[src/rtl/dmx_rx_frame.sv]
// DMX512 frame receiver: tracks break/start code/slots from a UART byte stream and
// strobes writes for slots in a channel window. Optional inter-slot timeout: DMX_RX_TIMEOUT_EN.
module dmx_rx_frame #(
   parameter logic [7:0] START_CODE   = 8'h00,
   parameter int         NUM_CHANNELS = 16,
   parameter int         TIMEOUT_CLKS = 16000000
) (
   input  logic       i_Clock,
   input  logic       i_Reset,
   input  logic       i_Rx_DV,
   input  logic [7:0] i_Rx_Byte,
   input  logic       i_Rx_Break,
   input  logic [9:0] i_Start_Addr,
   output logic       o_Wr_En,
   output logic [8:0] o_Wr_Addr,
   output logic [7:0] o_Wr_Data,
   output logic       o_Frame_Done,
   output logic [9:0] o_Slot_Count
);

   typedef enum logic [1:0] {IDLE, START, SLOTS, IGNORE} state_t;

   state_t     r_state, state_n;
   logic [9:0] r_start, start_n;
   logic [9:0] r_slot, slot_n;
   logic       wr_en_n, done_n;
   logic [8:0] wr_addr_n;
   logic [7:0] wr_data_n;
   logic [9:0] count_n;
   logic       timeout;

   logic [9:0]  slot_inc;
   logic [10:0] win_hi;
   logic        start_ok, in_win;
   logic [9:0]  offset;

   assign slot_inc = r_slot + 10'd1;
   assign win_hi   = {1'b0, r_start} + 11'(NUM_CHANNELS - 1);
   // out-of-range start addresses yield an empty window
   assign start_ok = (r_start >= 10'd1) && (r_start <= 10'd512);
   assign in_win   = start_ok && (slot_inc >= r_start) && ({1'b0, slot_inc} <= win_hi);
   assign offset   = slot_inc - r_start;

`ifdef DMX_RX_TIMEOUT_EN
   logic [23:0] r_to_cnt;
   logic        to_active;

   assign to_active = (r_state == SLOTS) || (r_state == START);
   assign timeout   = to_active && (r_to_cnt == 24'(TIMEOUT_CLKS - 1));

   always_ff @(posedge i_Clock or posedge i_Reset) begin
      if (i_Reset)
         r_to_cnt <= '0;
      else if (!to_active || i_Rx_DV || i_Rx_Break || timeout)
         r_to_cnt <= '0;
      else
         r_to_cnt <= r_to_cnt + 24'd1;
   end
`else
   logic unused_timeout_cfg;
   assign unused_timeout_cfg = (TIMEOUT_CLKS != 0);
   assign timeout = 1'b0;
`endif

   always_comb begin
      state_n   = r_state;
      start_n   = r_start;
      slot_n    = r_slot;
      wr_en_n   = 1'b0;
      wr_addr_n = o_Wr_Addr;
      wr_data_n = o_Wr_Data;
      done_n    = 1'b0;
      count_n   = o_Slot_Count;
      // a break always restarts the frame and drops any coincident byte
      if (i_Rx_Break) begin
         start_n = i_Start_Addr;
         slot_n  = '0;
         state_n = START;
         if (r_state == SLOTS) begin
            done_n  = 1'b1;
            count_n = r_slot;
         end
      end else begin
         case (r_state)
            IDLE: ;
            START: begin
               if (i_Rx_DV)
                  state_n = (i_Rx_Byte == START_CODE) ? SLOTS : IGNORE;
               else if (timeout)
                  state_n = IDLE;
            end
            SLOTS: begin
               if (i_Rx_DV) begin
                  slot_n = slot_inc;
                  if (in_win) begin
                     wr_en_n   = 1'b1;
                     wr_addr_n = offset[8:0];
                     wr_data_n = i_Rx_Byte;
                  end
                  if (slot_inc == 10'd512) begin
                     done_n  = 1'b1;
                     count_n = slot_inc;
                     state_n = IDLE;
                  end
               end else if (timeout) begin
                  done_n  = 1'b1;
                  count_n = r_slot;
                  state_n = IDLE;
               end
            end
            IGNORE: ;
            default: state_n = IDLE;
         endcase
      end
   end

   always_ff @(posedge i_Clock or posedge i_Reset) begin
      if (i_Reset) begin
         r_state      <= IDLE;
         r_start      <= '0;
         r_slot       <= '0;
         o_Wr_En      <= 1'b0;
         o_Wr_Addr    <= '0;
         o_Wr_Data    <= '0;
         o_Frame_Done <= 1'b0;
         o_Slot_Count <= '0;
      end else begin
         r_state      <= state_n;
         r_start      <= start_n;
         r_slot       <= slot_n;
         o_Wr_En      <= wr_en_n;
         o_Wr_Addr    <= wr_addr_n;
         o_Wr_Data    <= wr_data_n;
         o_Frame_Done <= done_n;
         o_Slot_Count <= count_n;
      end
   end

endmodule

[config.mk]
export PLATFORM = sky130hd
export DESIGN_NAME = dmx_rx_frame
export DESIGN_NICKNAME = d
export VERILOG_FILES = /design/src/rtl/dmx_rx_frame.sv
export SDC_FILE = /design/constraint.sdc
export NUM_CORES = 1
export LEC_CHECK = 0
export BUFFER_PORTS_ARGS = -buffer_cell sky130_fd_sc_hd__buf_2
export CAP_MARGIN = 25
export CORE_ASPECT_RATIO = 0.6
export CORE_MARGIN = 1
export CORE_UTILIZATION = 35
export DETAILED_ROUTE_END_ITERATION = 10
export PLACE_DENSITY = 0.6
export SYNTH_ARGS = -nofsm -noshare
export SYNTH_HDL_FRONTEND = slang
export SYNTH_SLANG_ARGS = --single-unit
[constraint.sdc]
create_clock -name i_Clock -period 3.24 [get_ports i_Clock]
set_input_delay 0.162 -clock i_Clock [delete_from_list [all_inputs] [get_ports i_Clock]]
set_output_delay 0.162 -clock i_Clock [all_outputs]
set_load 0.01 [all_outputs]
==> Flow_metrics.wiki <==
{| class="wikitable"
! Metric !! Value
|-
| Worst Path Arrival || 3.42 ns
|-
| Initial cell density of the core || 36.7%
|-
| Startpoint of the worst-slack reg-to-reg timing path || r_slot[1]
|-
| Congestion Overflow GR || 0
|-
| Via count of the first global-routing pass || 2,430
|-
| First-pass iteration count of the detailed router || 6
|-
| Floorplan row count || 26
|-
| Leading post-synthesis cells by cell area || sky130_fd_sc_hd__dfrtp_1 (40%), sky130_fd_sc_hd__ha_1 (10%), sky130_fd_sc_hd__mux2_2 (6.7%)
|-
| CP Class || reg -> reg
|-
| Via count || 2,539
|-
| Dominant combinational cell family by area after synthesis || simple AND/OR/NAND/NOR gates
|-
| Final total power || 1440 µW
|-
| Layout cell share with drive strength beyond 1 || 33.7%
|-
| Nets@finish || 419
|-
| Post-Synthesis Cell Area || 0.00319 mm²
|-
| All-layer global routing usage || 16.8%
|-
| Endpoint required time on the critical path || 3.43 ns
|-
| Setup slack of the most critical reg-to-reg path || 0.006 ns
|-
| Maximum number of pins on one net before global-route repair || 44
|-
| Count of final hold-check violations || 0
|-
| Clock Root Buffer || sky130_fd_sc_hd__clkbuf_16
|-
| Post-DRT Antenna Nets || 0
|-
| Count of H-tree levels built during CTS || 2
|-
| Global-route wire length before repair || 12.7 mm
|-
| Area occupied by registers || 0.00128 mm²
|-
| Portion of the clock cycle consumed by the worst path in the final layout || 99.8%
|-
| Num CTS Buffers || 5
|-
| Post-synth net total || 359
|-
| Cell area power density || 366 mW/mm²
|-
| Count of buffers from port buffering || 50
|-
| Worst-case headroom to the max-slew limit || 49.8%
|-
| Clk buf depth || 2
|-
| Final max-slew violation count || 0
|-
| Final setup skew || 0.00671 ns
|-
| Worst hold path depth || 3
|-
| Post-synthesis average cell area || 10.3 µm²
|-
| Later-pin clock latency in the skew report || 0.30 ns
|-
| Die Span Y || 75.9 µm
|-
| # diodes || 0
|-
| Drt wl/cell || 16.0 µm
|-
| Most common cell in the netlist || sky130_fd_sc_hd__dfrtp_1
|-
| Leakage component of the power || 0.00196 µW
|-
| Boundary pin count || 51
|-
| TritonCTS clock tree || done
|-
| Warnings, synthesis || 0
|-
| Share of synthesized area spent on multiplexers || 7.49%
|-
| Area added between synthesis and finish || 23.3%
|-
| Fin crit period || 3.23 ns
|-
| Initial antenna violation count || 0
|-
| Portion of synthesized cell area occupied by the leading cell type || 40.0%
|-
| Area share of and/or/nand/nor cells after synthesis || 14.3%
|-
| Drt first-iter violations || 151
|-
| DIE WIDTH || 125 µm
|-
| Post-Synth Adder-Cell Area || 10.8%
|-
| Routability congestion estimate || 0.935
|-
| Total clock sinks || 51
|-
| WL final || 7.72 mm
|-
| Crit Path Max Fanout || 9
|-
| Unrepaired setup endpoints after global routing || yes
|-
| Number of maximum-capacitance constraint violations || 0
|-
| Count of filler cells inserted in the layout || 844
|-
| Actual slew at the worst max-slew pin || 0.753 ns
|-
| Die footprint || 0.00951 mm²
|-
| Share of async-settable or async-resettable flops after synthesis || 100%
|-
| Hpwl dp || 5.69 mm
|-
| Area occupied by multi-input gates || 0.00183 mm²
|-
| Post-route worst setup slack || 0.00649 ns
|-
| Achievable frequency || 0.309 GHz
|-
| Critical Path Start Type || flop
|-
| Predominant post-synthesis flop cell || sky130_fd_sc_hd__dfrtp_1
|-
| DP Worst Slack || -0.0619 ns
|-
| Reg-to-reg endpoint || o_Wr_Addr[0]
|-
| Status || finished clean
|-
| Launch instance of the worst min-delay path || i_Start_Addr[2]
|-
| Cell accounting for the most synthesized area || sky130_fd_sc_hd__dfrtp_1
|-
| Cell variety after synth || 53
|-
| End point of the most critical hold path || r_start[2]
|-
| Peak supply drop || 0.212 mV
|-
| Final non-filler cell area || 0.00393 mm²
|-
| Worst min-delay path class || in -> reg
|-
| Area fraction in compound gates after synthesis || 13.5%
|-
| Most used standard cells in the synthesized netlist || sky130_fd_sc_hd__dfrtp_1 (51), sky130_fd_sc_hd__ha_1 (26), sky130_fd_sc_hd__o21ai_0 (24)
|-
| Synth Instances || 310
|-
| Core footprint || 0.00869 mm²
|-
| Sort of element at the end of the critical path || flop
|-
| Clock input transition at the sequential cells of the worst setup and hold paths || 0.07 ns
|-
| Fraction of synthesized cell area in xor and xnor cells || 7.14%
|-
| Count of state elements after synthesis || 51
|-
| Final non-filler cell total || 483
|-
| Total DRC errors in the routed layout || 0
|-
| Total instance count after detailed placement || 469
|-
| Register-to-Register Path Depth || 12
|-
| Number of enable-type register cells in the synthesized netlist || 0
|-
| Sequential element share of the synthesized area || 40.0%
|-
| Core occupancy in the finished layout || 45.3%
|-
| Setup violation total in the final timing report || 0
|-
| Vias per Instance || 5.26
|-
| Placed Instance Area || 0.00358 mm²
|}
==> worst max-delay path by stage <==
stage                           from           end  slack, ns
final                      r_slot[1]  o_Wr_Addr[0]      0.006
after CTS                  r_slot[1]  o_Wr_Addr[4]       0.01
after global placement    r_start[0]  o_Wr_Data[2]      -0.05
after floorplan            r_slot[1]  o_Wr_Data[0]      0.002
after detailed placement  r_start[0]  o_Wr_Addr[4]      -0.06
after global routing       r_slot[1]  o_Wr_Addr[0]      -0.13
==> flip-flops by register name (all words and copies together) (netlist names) <==
register,cells
o_Slot_Count,10
r_slot,10
r_start,10
o_Wr_Addr,9
o_Wr_Data,8
r_state,2
o_Frame_Done,1
o_Wr_En,1
==> routing by layer <==
layer / global-route usage [%] / wire [µm]
met1: 27.8 / 4350
met2: 20.9 / 2810
met3: 4.38 / 506
met4: 3.05 / 55
met5: 0 / 0
==> through the flow <==
stage	TNS, ns	hold WS, ns
floorplan	0	0.273
global route	-1.64	0.0790
global placement	-0.755	0.312
finish	0	0.0673
CTS	0	0.0612
detailed placement	-0.896	0.325
==> what timing repair did <==
item                                   CTS  global route
resized for setup                        2            23
hold buffers                             1             0
gates cloned                             0             2
setup buffers                            1             2
pin swaps                                0             1
setup endpoints to repair               17            17
endpoints found under the hold margin   21             0
==> power by group <==
part | leakage (µW) | switching [µW] | internal (µW) | total (µW)
registers | 0.000678 | 14.2 | 650 | 664
logic | 0.00120 | 131 | 90.6 | 221
clock network | 0.0000759 | 259 | 295 | 554
==> worst max-delay path, stage by stage, from the launching register on <==
cell and delay, ns:
sky130_fd_sc_hd__dfrtp_1 0.39, sky130_fd_sc_hd__ha_4 0.16, sky130_fd_sc_hd__nand2_4 0.06, sky130_fd_sc_hd__or4_4 0.54, sky130_fd_sc_hd__xnor2_4 0.20, sky130_fd_sc_hd__ha_4 0.23
sky130_fd_sc_hd__a21o_1 0.18, sky130_fd_sc_hd__a21oi_2 0.16, sky130_fd_sc_hd__nor3b_2 0.18, sky130_fd_sc_hd__a221o_1 0.21, sky130_fd_sc_hd__o2111a_2 0.30, sky130_fd_sc_hd__clkbuf_16 0.19
sky130_fd_sc_hd__mux2_2 0.33
==> cells by family (layout without fill, tap and decap cells) <==
kind of cell	after synthesis	in the layout
simple gates	82	82
compound gates	66	66
flops	51	51
buf+inv	37	98
fa+ha+maj	27	27
xor+xnor	26	26
mux	21	21
==> placed cells by master (no fill, tap or decap), drive strengths merged, types with 2 or more instances in the layout <==
master / Yosys / routed
nor2: 8 / 8
nand4: 8 / 8
and3: 2 / 2
xnor2: 18 / 18
clkbuf: 7 / 7
ha: 26 / 26
dfrtp: 51 / 51
or4: 2 / 2
nor3: 6 / 6
a21oi: 18 / 18
mux2: 20 / 20
a21o: 4 / 4
nand3: 8 / 8
clkinv: 0 / 2
xor2: 8 / 8
nand2: 22 / 22
nand3b: 2 / 2
nor2b: 4 / 4
buf: 11 / 68
or3: 7 / 7
inv: 19 / 20
a32o: 7 / 7
nor3b: 2 / 2
o21ai: 24 / 24
a311oi: 2 / 2
nor4: 7 / 7
a211oi: 2 / 2
==> final cells by class <==
type / count / share of cell area (%)
multi-input combinational: 222 / 46.5
timing repair buffer: 71 / 11.6
clock buffer: 5 / 3.18
sequential: 51 / 32.5
clock inverter: 3 / 0.732
tap: 112 / 3.56
inverter: 19 / 1.81
Note: power is estimated with default switching activity, not from simulation.
